===== src/rtl/mem_stage_if.sv =====
// Bus between the memory-stage controller and its surroundings: the EX/MEM
// latch fields coming in, the data-cache request/response and the MEM/WB
// payload going out.
//
// Request handshake: a request (dmemREN or dmemWEN) is a combinational
// "valid". It stays asserted with a stable address and store data until
// the cache answers with dhit=1, which acts as "ready". The transfer
// completes in the cycle where both are high. dhit with no request
// asserted carries no meaning.
interface mem_stage_if;
    logic        ex_valid;
    logic        ex_dREN;
    logic        ex_dWEN;
    logic [31:0] ex_aluresult;
    logic [31:0] ex_rdat2;
    logic [4:0]  ex_wsel;
    logic        ex_regWEN;
    logic        ex_halt;
    logic        dhit;
    logic [31:0] dmemload;
    logic        dmemREN;
    logic        dmemWEN;
    logic [31:0] dmemaddr;
    logic [31:0] dmemstore;
    logic        mem_stall;
    logic        wb_valid;
    logic        wb_regWEN;
    logic [4:0]  wb_wsel;
    logic [31:0] wb_wdat;
    logic        wb_halt;

    // Controller side.
    modport master (
        input  ex_valid, ex_dREN, ex_dWEN, ex_aluresult, ex_rdat2,
               ex_wsel, ex_regWEN, ex_halt, dhit, dmemload,
        output dmemREN, dmemWEN, dmemaddr, dmemstore, mem_stall,
               wb_valid, wb_regWEN, wb_wsel, wb_wdat, wb_halt
    );

    // Pipeline/cache side.
    modport slave (
        output ex_valid, ex_dREN, ex_dWEN, ex_aluresult, ex_rdat2,
               ex_wsel, ex_regWEN, ex_halt, dhit, dmemload,
        input  dmemREN, dmemWEN, dmemaddr, dmemstore, mem_stall,
               wb_valid, wb_regWEN, wb_wsel, wb_wdat, wb_halt
    );
endinterface


===== src/rtl/mem_stage_ctrl.sv =====
// Memory-stage controller: issues the data-cache request for the
// instruction in the EX/MEM latch, stalls the front of the pipe until the
// cache answers, registers the MEM/WB payload and parks in a sticky HALTED
// state once a HALT has been captured.
module mem_stage_ctrl #(
    parameter int WAIT_W = 16
) (
    input  logic              CLK,
    input  logic              RST,
    mem_stage_if.master       bus,
    output logic [WAIT_W-1:0] wait_cycles,
    output logic [1:0]        dbg_state
);

    typedef enum logic [1:0] {
        IDLE   = 2'd0,
        ACCESS = 2'd1,
        HALTED = 2'd2
    } state_t;

    state_t            state_q, state_d;
    logic              wb_valid_q, wb_valid_d;
    logic              wb_regwen_q, wb_regwen_d;
    logic [4:0]        wb_wsel_q, wb_wsel_d;
    logic [31:0]       wb_wdat_q, wb_wdat_d;
    logic              wb_halt_q, wb_halt_d;
    logic [WAIT_W-1:0] wait_q, wait_d;

    logic halted;
    logic memop;
    logic is_load;
    logic stall;

    // Request decode. RST gates the request so it drops asynchronously
    // when reset hits in the middle of an access; a load wins over an
    // (illegal) simultaneous store.
    always_comb begin
        halted  = (state_q == HALTED);
        memop   = bus.ex_valid & (bus.ex_dREN | bus.ex_dWEN) & ~bus.ex_halt
                  & ~halted & ~RST;
        is_load = memop & bus.ex_dREN;
        stall   = halted | (memop & ~bus.dhit);
    end

    assign bus.dmemREN   = is_load;
    assign bus.dmemWEN   = memop & ~bus.ex_dREN;
    assign bus.dmemaddr  = bus.ex_aluresult;
    assign bus.dmemstore = bus.ex_rdat2;
    assign bus.mem_stall = stall;
    assign bus.wb_valid  = wb_valid_q;
    assign bus.wb_regWEN = wb_regwen_q;
    assign bus.wb_wsel   = wb_wsel_q;
    assign bus.wb_wdat   = wb_wdat_q;
    assign bus.wb_halt   = wb_halt_q;
    assign wait_cycles   = wait_q;
    assign dbg_state     = state_q;

    // Next state, MEM/WB capture and stall counting.
    always_comb begin
        state_d     = state_q;
        wb_valid_d  = wb_valid_q;
        wb_regwen_d = wb_regwen_q;
        wb_wsel_d   = wb_wsel_q;
        wb_wdat_d   = wb_wdat_q;
        wb_halt_d   = wb_halt_q;
        wait_d      = wait_q;

        case (state_q)
            IDLE, ACCESS: begin
                if (stall) begin
                    state_d = ACCESS;
                end else if (bus.ex_valid & bus.ex_halt) begin
                    state_d = HALTED;
                end else begin
                    state_d = IDLE;
                end
            end
            HALTED:  state_d = HALTED;
            default: state_d = IDLE;
        endcase

        if (stall) begin
            // A stalled edge pushes a bubble into WB; data fields hold.
            wb_valid_d  = 1'b0;
            wb_regwen_d = 1'b0;
        end else begin
            wb_valid_d  = bus.ex_valid;
            wb_regwen_d = bus.ex_valid & bus.ex_regWEN;
            wb_wsel_d   = bus.ex_wsel;
            wb_wdat_d   = is_load ? bus.dmemload : bus.ex_aluresult;
            wb_halt_d   = wb_halt_q | (bus.ex_valid & bus.ex_halt);
        end

        if (stall && !halted && (wait_q != {WAIT_W{1'b1}})) begin
            wait_d = wait_q + WAIT_W'(1);
        end
    end

    // State and MEM/WB registers.
    always_ff @(posedge CLK or posedge RST) begin
        if (RST) begin
            state_q     <= IDLE;
            wb_valid_q  <= 1'b0;
            wb_regwen_q <= 1'b0;
            wb_wsel_q   <= 5'd0;
            wb_wdat_q   <= 32'd0;
            wb_halt_q   <= 1'b0;
            wait_q      <= '0;
        end else begin
            state_q     <= state_d;
            wb_valid_q  <= wb_valid_d;
            wb_regwen_q <= wb_regwen_d;
            wb_wsel_q   <= wb_wsel_d;
            wb_wdat_q   <= wb_wdat_d;
            wb_halt_q   <= wb_halt_d;
            wait_q      <= wait_d;
        end
    end

endmodule

===== src/flat_wrapper.sv =====
// flat-port wrapper written by rule: the top's interface ports become plain ports
module mem_stage_ctrl_flat 
#(
    parameter int WAIT_W = 16
)
  (CLK, RST, wait_cycles, dbg_state, bus_ex_valid, bus_ex_dREN, bus_ex_dWEN, bus_ex_aluresult, bus_ex_rdat2, bus_ex_wsel, bus_ex_regWEN, bus_ex_halt, bus_dhit, bus_dmemload, bus_dmemREN, bus_dmemWEN, bus_dmemaddr, bus_dmemstore, bus_mem_stall, bus_wb_valid, bus_wb_regWEN, bus_wb_wsel, bus_wb_wdat, bus_wb_halt);
  mem_stage_if bus_i ();
  input  logic CLK;
  input  logic RST;
  output logic [WAIT_W-1:0] wait_cycles;
  output logic [1:0] dbg_state;
  input wire logic [$bits(bus_i.ex_valid)-1:0] bus_ex_valid;
  input wire logic [$bits(bus_i.ex_dREN)-1:0] bus_ex_dREN;
  input wire logic [$bits(bus_i.ex_dWEN)-1:0] bus_ex_dWEN;
  input wire logic [$bits(bus_i.ex_aluresult)-1:0] bus_ex_aluresult;
  input wire logic [$bits(bus_i.ex_rdat2)-1:0] bus_ex_rdat2;
  input wire logic [$bits(bus_i.ex_wsel)-1:0] bus_ex_wsel;
  input wire logic [$bits(bus_i.ex_regWEN)-1:0] bus_ex_regWEN;
  input wire logic [$bits(bus_i.ex_halt)-1:0] bus_ex_halt;
  input wire logic [$bits(bus_i.dhit)-1:0] bus_dhit;
  input wire logic [$bits(bus_i.dmemload)-1:0] bus_dmemload;
  output wire logic [$bits(bus_i.dmemREN)-1:0] bus_dmemREN;
  output wire logic [$bits(bus_i.dmemWEN)-1:0] bus_dmemWEN;
  output wire logic [$bits(bus_i.dmemaddr)-1:0] bus_dmemaddr;
  output wire logic [$bits(bus_i.dmemstore)-1:0] bus_dmemstore;
  output wire logic [$bits(bus_i.mem_stall)-1:0] bus_mem_stall;
  output wire logic [$bits(bus_i.wb_valid)-1:0] bus_wb_valid;
  output wire logic [$bits(bus_i.wb_regWEN)-1:0] bus_wb_regWEN;
  output wire logic [$bits(bus_i.wb_wsel)-1:0] bus_wb_wsel;
  output wire logic [$bits(bus_i.wb_wdat)-1:0] bus_wb_wdat;
  output wire logic [$bits(bus_i.wb_halt)-1:0] bus_wb_halt;
  assign bus_i.ex_valid = bus_ex_valid;
  assign bus_i.ex_dREN = bus_ex_dREN;
  assign bus_i.ex_dWEN = bus_ex_dWEN;
  assign bus_i.ex_aluresult = bus_ex_aluresult;
  assign bus_i.ex_rdat2 = bus_ex_rdat2;
  assign bus_i.ex_wsel = bus_ex_wsel;
  assign bus_i.ex_regWEN = bus_ex_regWEN;
  assign bus_i.ex_halt = bus_ex_halt;
  assign bus_i.dhit = bus_dhit;
  assign bus_i.dmemload = bus_dmemload;
  assign bus_dmemREN = bus_i.dmemREN;
  assign bus_dmemWEN = bus_i.dmemWEN;
  assign bus_dmemaddr = bus_i.dmemaddr;
  assign bus_dmemstore = bus_i.dmemstore;
  assign bus_mem_stall = bus_i.mem_stall;
  assign bus_wb_valid = bus_i.wb_valid;
  assign bus_wb_regWEN = bus_i.wb_regWEN;
  assign bus_wb_wsel = bus_i.wb_wsel;
  assign bus_wb_wdat = bus_i.wb_wdat;
  assign bus_wb_halt = bus_i.wb_halt;
  mem_stage_ctrl #(.WAIT_W(WAIT_W)) u_core (.CLK(CLK), .RST(RST), .bus(bus_i), .wait_cycles(wait_cycles), .dbg_state(dbg_state));
endmodule

===== config.mk =====
export PLATFORM = sky130hd
export DESIGN_NAME = mem_stage_ctrl_flat
export DESIGN_NICKNAME = d
export VERILOG_FILES = /design/src/rtl/mem_stage_if.sv /design/src/rtl/mem_stage_ctrl.sv /design/src/flat_wrapper.sv
export SDC_FILE = /design/constraint.sdc
export NUM_CORES = 1
export LEC_CHECK = 0
export ABC_CLOCK_PERIOD_IN_PS = 1700
export CAP_MARGIN = 10
export CORE_AREA = 2 2 91 93
export CTS_BUF_LIST = sky130_fd_sc_hd__clkbuf_8 sky130_fd_sc_hd__clkbuf_16
export CTS_CLUSTER_DIAMETER = 150
export DETAILED_ROUTE_END_ITERATION = 6
export DIE_AREA = 0 0 93 95
export DONT_BUFFER_PORTS = 1
export GPL_ROUTABILITY_DRIVEN = 1
export SYNTH_ARGS = -nofsm -noshare
export SYNTH_HDL_FRONTEND = slang
export SYNTH_SLANG_ARGS = --single-unit

===== constraint.sdc =====
create_clock -name CLK -period 1.7 [get_ports CLK]
set_clock_uncertainty 0.15 [all_clocks]
set_input_delay 0.17 -clock CLK [delete_from_list [all_inputs] [get_ports CLK]]
set_output_delay 0.17 -clock CLK [all_outputs]
set_load 0.005 [all_outputs]

Yosys cells after proc, flatten, opt, wreduce, memory -nomap -nowiden:

Cells that the tools add are included.

* bitwise gates (word level): 17
* mux-type cells: 6
* eq/ne operators: 3
* reductions and logical operators: 5
* $add $sub $neg: 1

Operators with widths (number)
* two-way mux 32 bit: 1
* adder 16 x 1 -> 16 bit (second input constant): 1
* != test 16 bit (second input constant): 1
* bitwise AND 1 bit: 9
* inverter 1 bit: 5
* two-way mux 2 bit: 2
* case mux 2 bit (2 select lines): 1
* bitwise OR 1 bit: 3
* equality test 2 x 1 -> 1 bit (second input constant): 1
* equality test 2 bit (second input constant): 1
* logical AND 1 bit: 2
* logical NOT 2 bit: 1
* two-way mux 1 bit: 2
* OR reduction 2 bit: 1
* logical NOT 1 bit: 1

* bits in registers: 58
* logic and storage cells: 39

Longest topological paths before layout:

* depth after elaboration: 9
* depth in mapped cells: 6
* mapped depth without buffers: 5

Least setup slack after synthesis:

Ideal clock, no wire load.

* kind: reg2reg
* start: register u_core.wait_q[0] (netlist: u_core.wait_cycles[0])
* end: register u_core.wait_q[1] (netlist: u_core.wait_cycles[1])
* period minus slack after synthesis: 1.852 ns
* stages on the path, launching flop included: 6
* data arrival time: 1.576 ns
* library setup time: 0.125 ns
* path buffers: 0
* path slack: -0.152 ns
* cells stage by stage: dfrtp_1 -> ha_1 -> nand3_4 -> nor4_4 -> nor2_2 -> mux2_4

* word-level cells in the longest chain between the ends: 2
* elaborated cells between the ends (all ways): 3
* classes of those cells: add/sub (1); eq/ne (1); reduce/logical (1)

RTL lines
* start: declaration: line mem_stage_ctrl.sv:27 `logic [WAIT_W-1:0] wait_q, wait_d;`
* start signal: assignment: line mem_stage_ctrl.sv:116 `wait_q <= wait_d;`
* parallel branches: the longest is 2 deep, another holds adder 16 x 1 -> 16 bit

Parallel ways; which one is timed is not known.
A chain may end at the register's enable or synchronous reset.

Worst setup path after layout:

* start: register u_core.wait_q[1] (netlist: u_core.wait_cycles[1])
* end: register u_core.wait_q[5] (netlist: u_core.wait_cycles[5])

Same word-level chain as after synthesis.

==> impl_metrics.toml <==
[place]
dpl.hpwl_um = 5180
pre_cts_ws_ns = -0.00793
port-buffer-count = 0
routabilityCongestion = 0.840

[layout]
fillers = 685
area_delta_synth_final_pct = 29.7
layout-drive-gt1-share_pct = 24.1
diodes = 0
utilization_pct = 52.9
nets = 470

[die]
fp.coreArea_mm2 = 0.00793
die_w_um = 93
die-area_mm2 = 0.00884
num_io_pins = 234
start_util_pct = 40.8
rows = 33
die_y_um = 95

[timing]
setup_viol = 0
final.setup.worst_slack_ns = 0.0246
fin_setup_tns_ns = 0
fin_crit_sh_pct = 98.6
fin_crit_ns = 1.68
final-hold-violation-count = 0
slew_viol_final = 0
rsz0062_at_grt = "yes"
fmax_mhz = 597
worst_slew_pin_slew_ns = 0.453
max_slew_margin_pct = 69.8

[synth]
yosys.area.top_type = "dfrtp_1"
synth_top_area_share_pct = 44.9
synth_area_leaders = "dfrtp_1, buf_4, mux2i_1"
ys_warn_count = 0
synth_cell_types = 40
syn_avg_cell_area_um2 = 10.5
ys_seq_elements = 58
synthesis.area_mm2 = 0.00324
syn_inst = 308
synth_nets = 418
ys_seq_area_share_pct = 44.9

[cts]
cts_tree = "yes"
clock-sinks = 58
worstSkewPairLatency_ns = 0.33
cts.clk_slew.worst_paths_ns = 0.06
root_buffer = "clkbuf_8"
clk_path_buf_depth = 2
h-tree-depth = 3
numCtsBuffers = 9

[min_path]
hp-start = "RST"
hold_path.class = "input port to flop"

[worst_setup_path]
end_kind = "flop"
cp_top_family = "simple AND/OR/NAND/NOR gates"
crit_slowest_cell = "dfrtp_1"
slowest_delay_ns = 0.39
crit_type = "flop to flop"
worstSetupStartpoint = "u_core.wait_cycles[1]"
cp.arrival_ns = 1.77
crit_chain = "ha_2, nand3_4, nor4_4, buf_4, nor4b_1, xor2_1"
path_max_fanout = 5
crit_buf_inv = 1
r2r_start = "u_core.wait_cycles[1]"
cp-start-kind = "flop"
required_ns = 1.80

[routing]
viasPerCell = 5.10
drcViolationCount = 0
postRouteAntennaNets = 0
dr.pass1.iters = 4
drt-total-wl_um = 8840
first_iter_violations = 95
via_count = 2399
wl_per_cell_um = 18.8

[global_routing]
grtUsageTotal_pct = 19.8
gr-total-overflow = 0
first_global_vias = 2527
grt_pass1_wl_um = 13100
antenna_found_initial = 0
grt_start_max_net_pins = 36

[pwr]
power.leakage_nw = 2.17
total_power_mw = 2.81
max-vdd-ir-drop_uv = 389
power_density_mw_per_mm2 = 670

[flow_run]
drv_cap = 0

[outcome]
outcome = "finished clean"
## what timing repair did
action | in CTS | in global routing
endpoints found under the setup margin | 6 | 41
pin swaps | 3 | 2
hold buffers | 73 | 0
resized for setup | 8 | 20
hold endpoints to repair | 99 | 0
cloned | 2 | 0
setup buffers | 12 | 2
## metrics by stage
step                      hold slack [ns]  area [um^2]  cells
after global routing               0.0316         4200    470
after CTS                          0.0116         4170    469
after detailed placement         -0.00662         3090    367
after floorplan                     0.113         3240    308
after global placement            -0.0137         3090    367
final                              0.0387         4200    470
## registers in the layout, summed over array words and instances, names as in the netlist
name	cells
u_core.wait_cycles	16
u_core.bus.wb_regWEN	1
u_core.bus.wb_halt	1
u_core.bus.wb_valid	1
u_core.dbg_state	2
u_core.bus.wb_wsel	5
u_core.bus.wb_wdat	32
## placed cells by master, fill, tap and decap left out, types with 3 or more instances in the layout
cell	n
dfrtp_1	56
xor2_1	13
buf_4	38
nor4_1	7
o21ai_1	8
clkinv_2	3
mux2i_1	29
nand2_1	36
o21ai_0	27
clkbuf_8	9
inv_1	4
nand4_4	3
nand3_4	3
mux2i_2	3
dlygate4sd3_1	73
nor3_1	5
nand3_1	4
mux2_2	6
## where the power goes
| group | switching (mW) | leakage [nW] | internal, mW |
|---|---|---|---|
| clock | 0.565 | 0.0914 | 0.512 |
| sequential | 0.0468 | 0.721 | 1.43 |
| combinational | 0.0971 | 1.36 | 0.158 |
## kinds of logic (layout without fill, tap and decap cells)
kind of cell / count (synthesis) / in the layout / synth area share [%]
xor+xnor: 13 / 13 / 3.52
compound gates: 42 / 42 / 7.19
fa+ha+maj: 1 / 1 / 0.387
flops: 58 / 58 / 44.9
buf+inv: 80 / 137 / 17.2
mux: 39 / 39 / 12.5
simple gates: 75 / 75 / 14.4
## final timing paths
| kind | endpoint | slack, ns | depth (start not counted) |
|---|---|---|---|
| min in group asynchronous | u_core.wait_cycles[10] | 0.24 | 3 |
| max reg2reg | u_core.wait_cycles[5] | 0.02 | 6 |
| max | u_core.wait_cycles[5] | 0.02 | 6 |
| min reg2reg | u_core.bus.wb_wdat[17] | 0.36 | 2 |
| max in group asynchronous | u_core.bus.wb_wdat[2] | 0.77 | 3 |
| min | u_core.dbg_state[0] | 0.04 | 3 |
## per-layer routing
| metal | vias to the layer above | wire (um) | track usage (%) |
|---|---|---|---|
| li1 | 1104 | - | - |
| met1 | 1148 | 3300 | 22.1 |
| met2 | 126 | 4680 | 34.5 |
| met3 | 21 | 671 | 6.78 |
| met4 | 0 | 184 | 8.09 |
| met5 | - | 0 | 0 |
## Yosys cell counts (all sizes together)
library cell / instances
ha: 1
dfrtp: 58
mux2: 7
o21ai: 35
nor3b: 2
nor3: 6
nand2b: 1
o21ba: 1
or2: 1
nand2: 36
and2: 1
o21bai: 1
nor4: 8
inv: 4
a211o: 1
mux2i: 32
xor2: 13
buf: 71
o21a: 1
clkbuf: 5
a21o: 1
and4: 1
nand3: 7
and4b: 1
o211ai: 1
nand4: 5
o41ai: 1
nor4b: 2
nor2: 3
nor2b: 1
## worst min-delay path, cell delays in order
cell and delay, ns:
nor3b_4 0.04, nand3_4 0.19, nor2_1 0.06
## area by class of cell
| cell class | count | area (um^2) | share of cell area (%) |
|---|---|---|---|
| inverter | 4 | 23.8 | 0.566 |
| sequential | 58 | 1450 | 34.6 |
| multi-input combinational | 170 | 1290 | 30.6 |
| timing repair buffer | 117 | 1140 | 27.1 |
| clock buffer | 9 | 124 | 2.95 |
| clock inverter | 7 | 38.8 | 0.924 |
| tap | 105 | 131 | 3.13 |
Power figures use the tool's default switching activity.
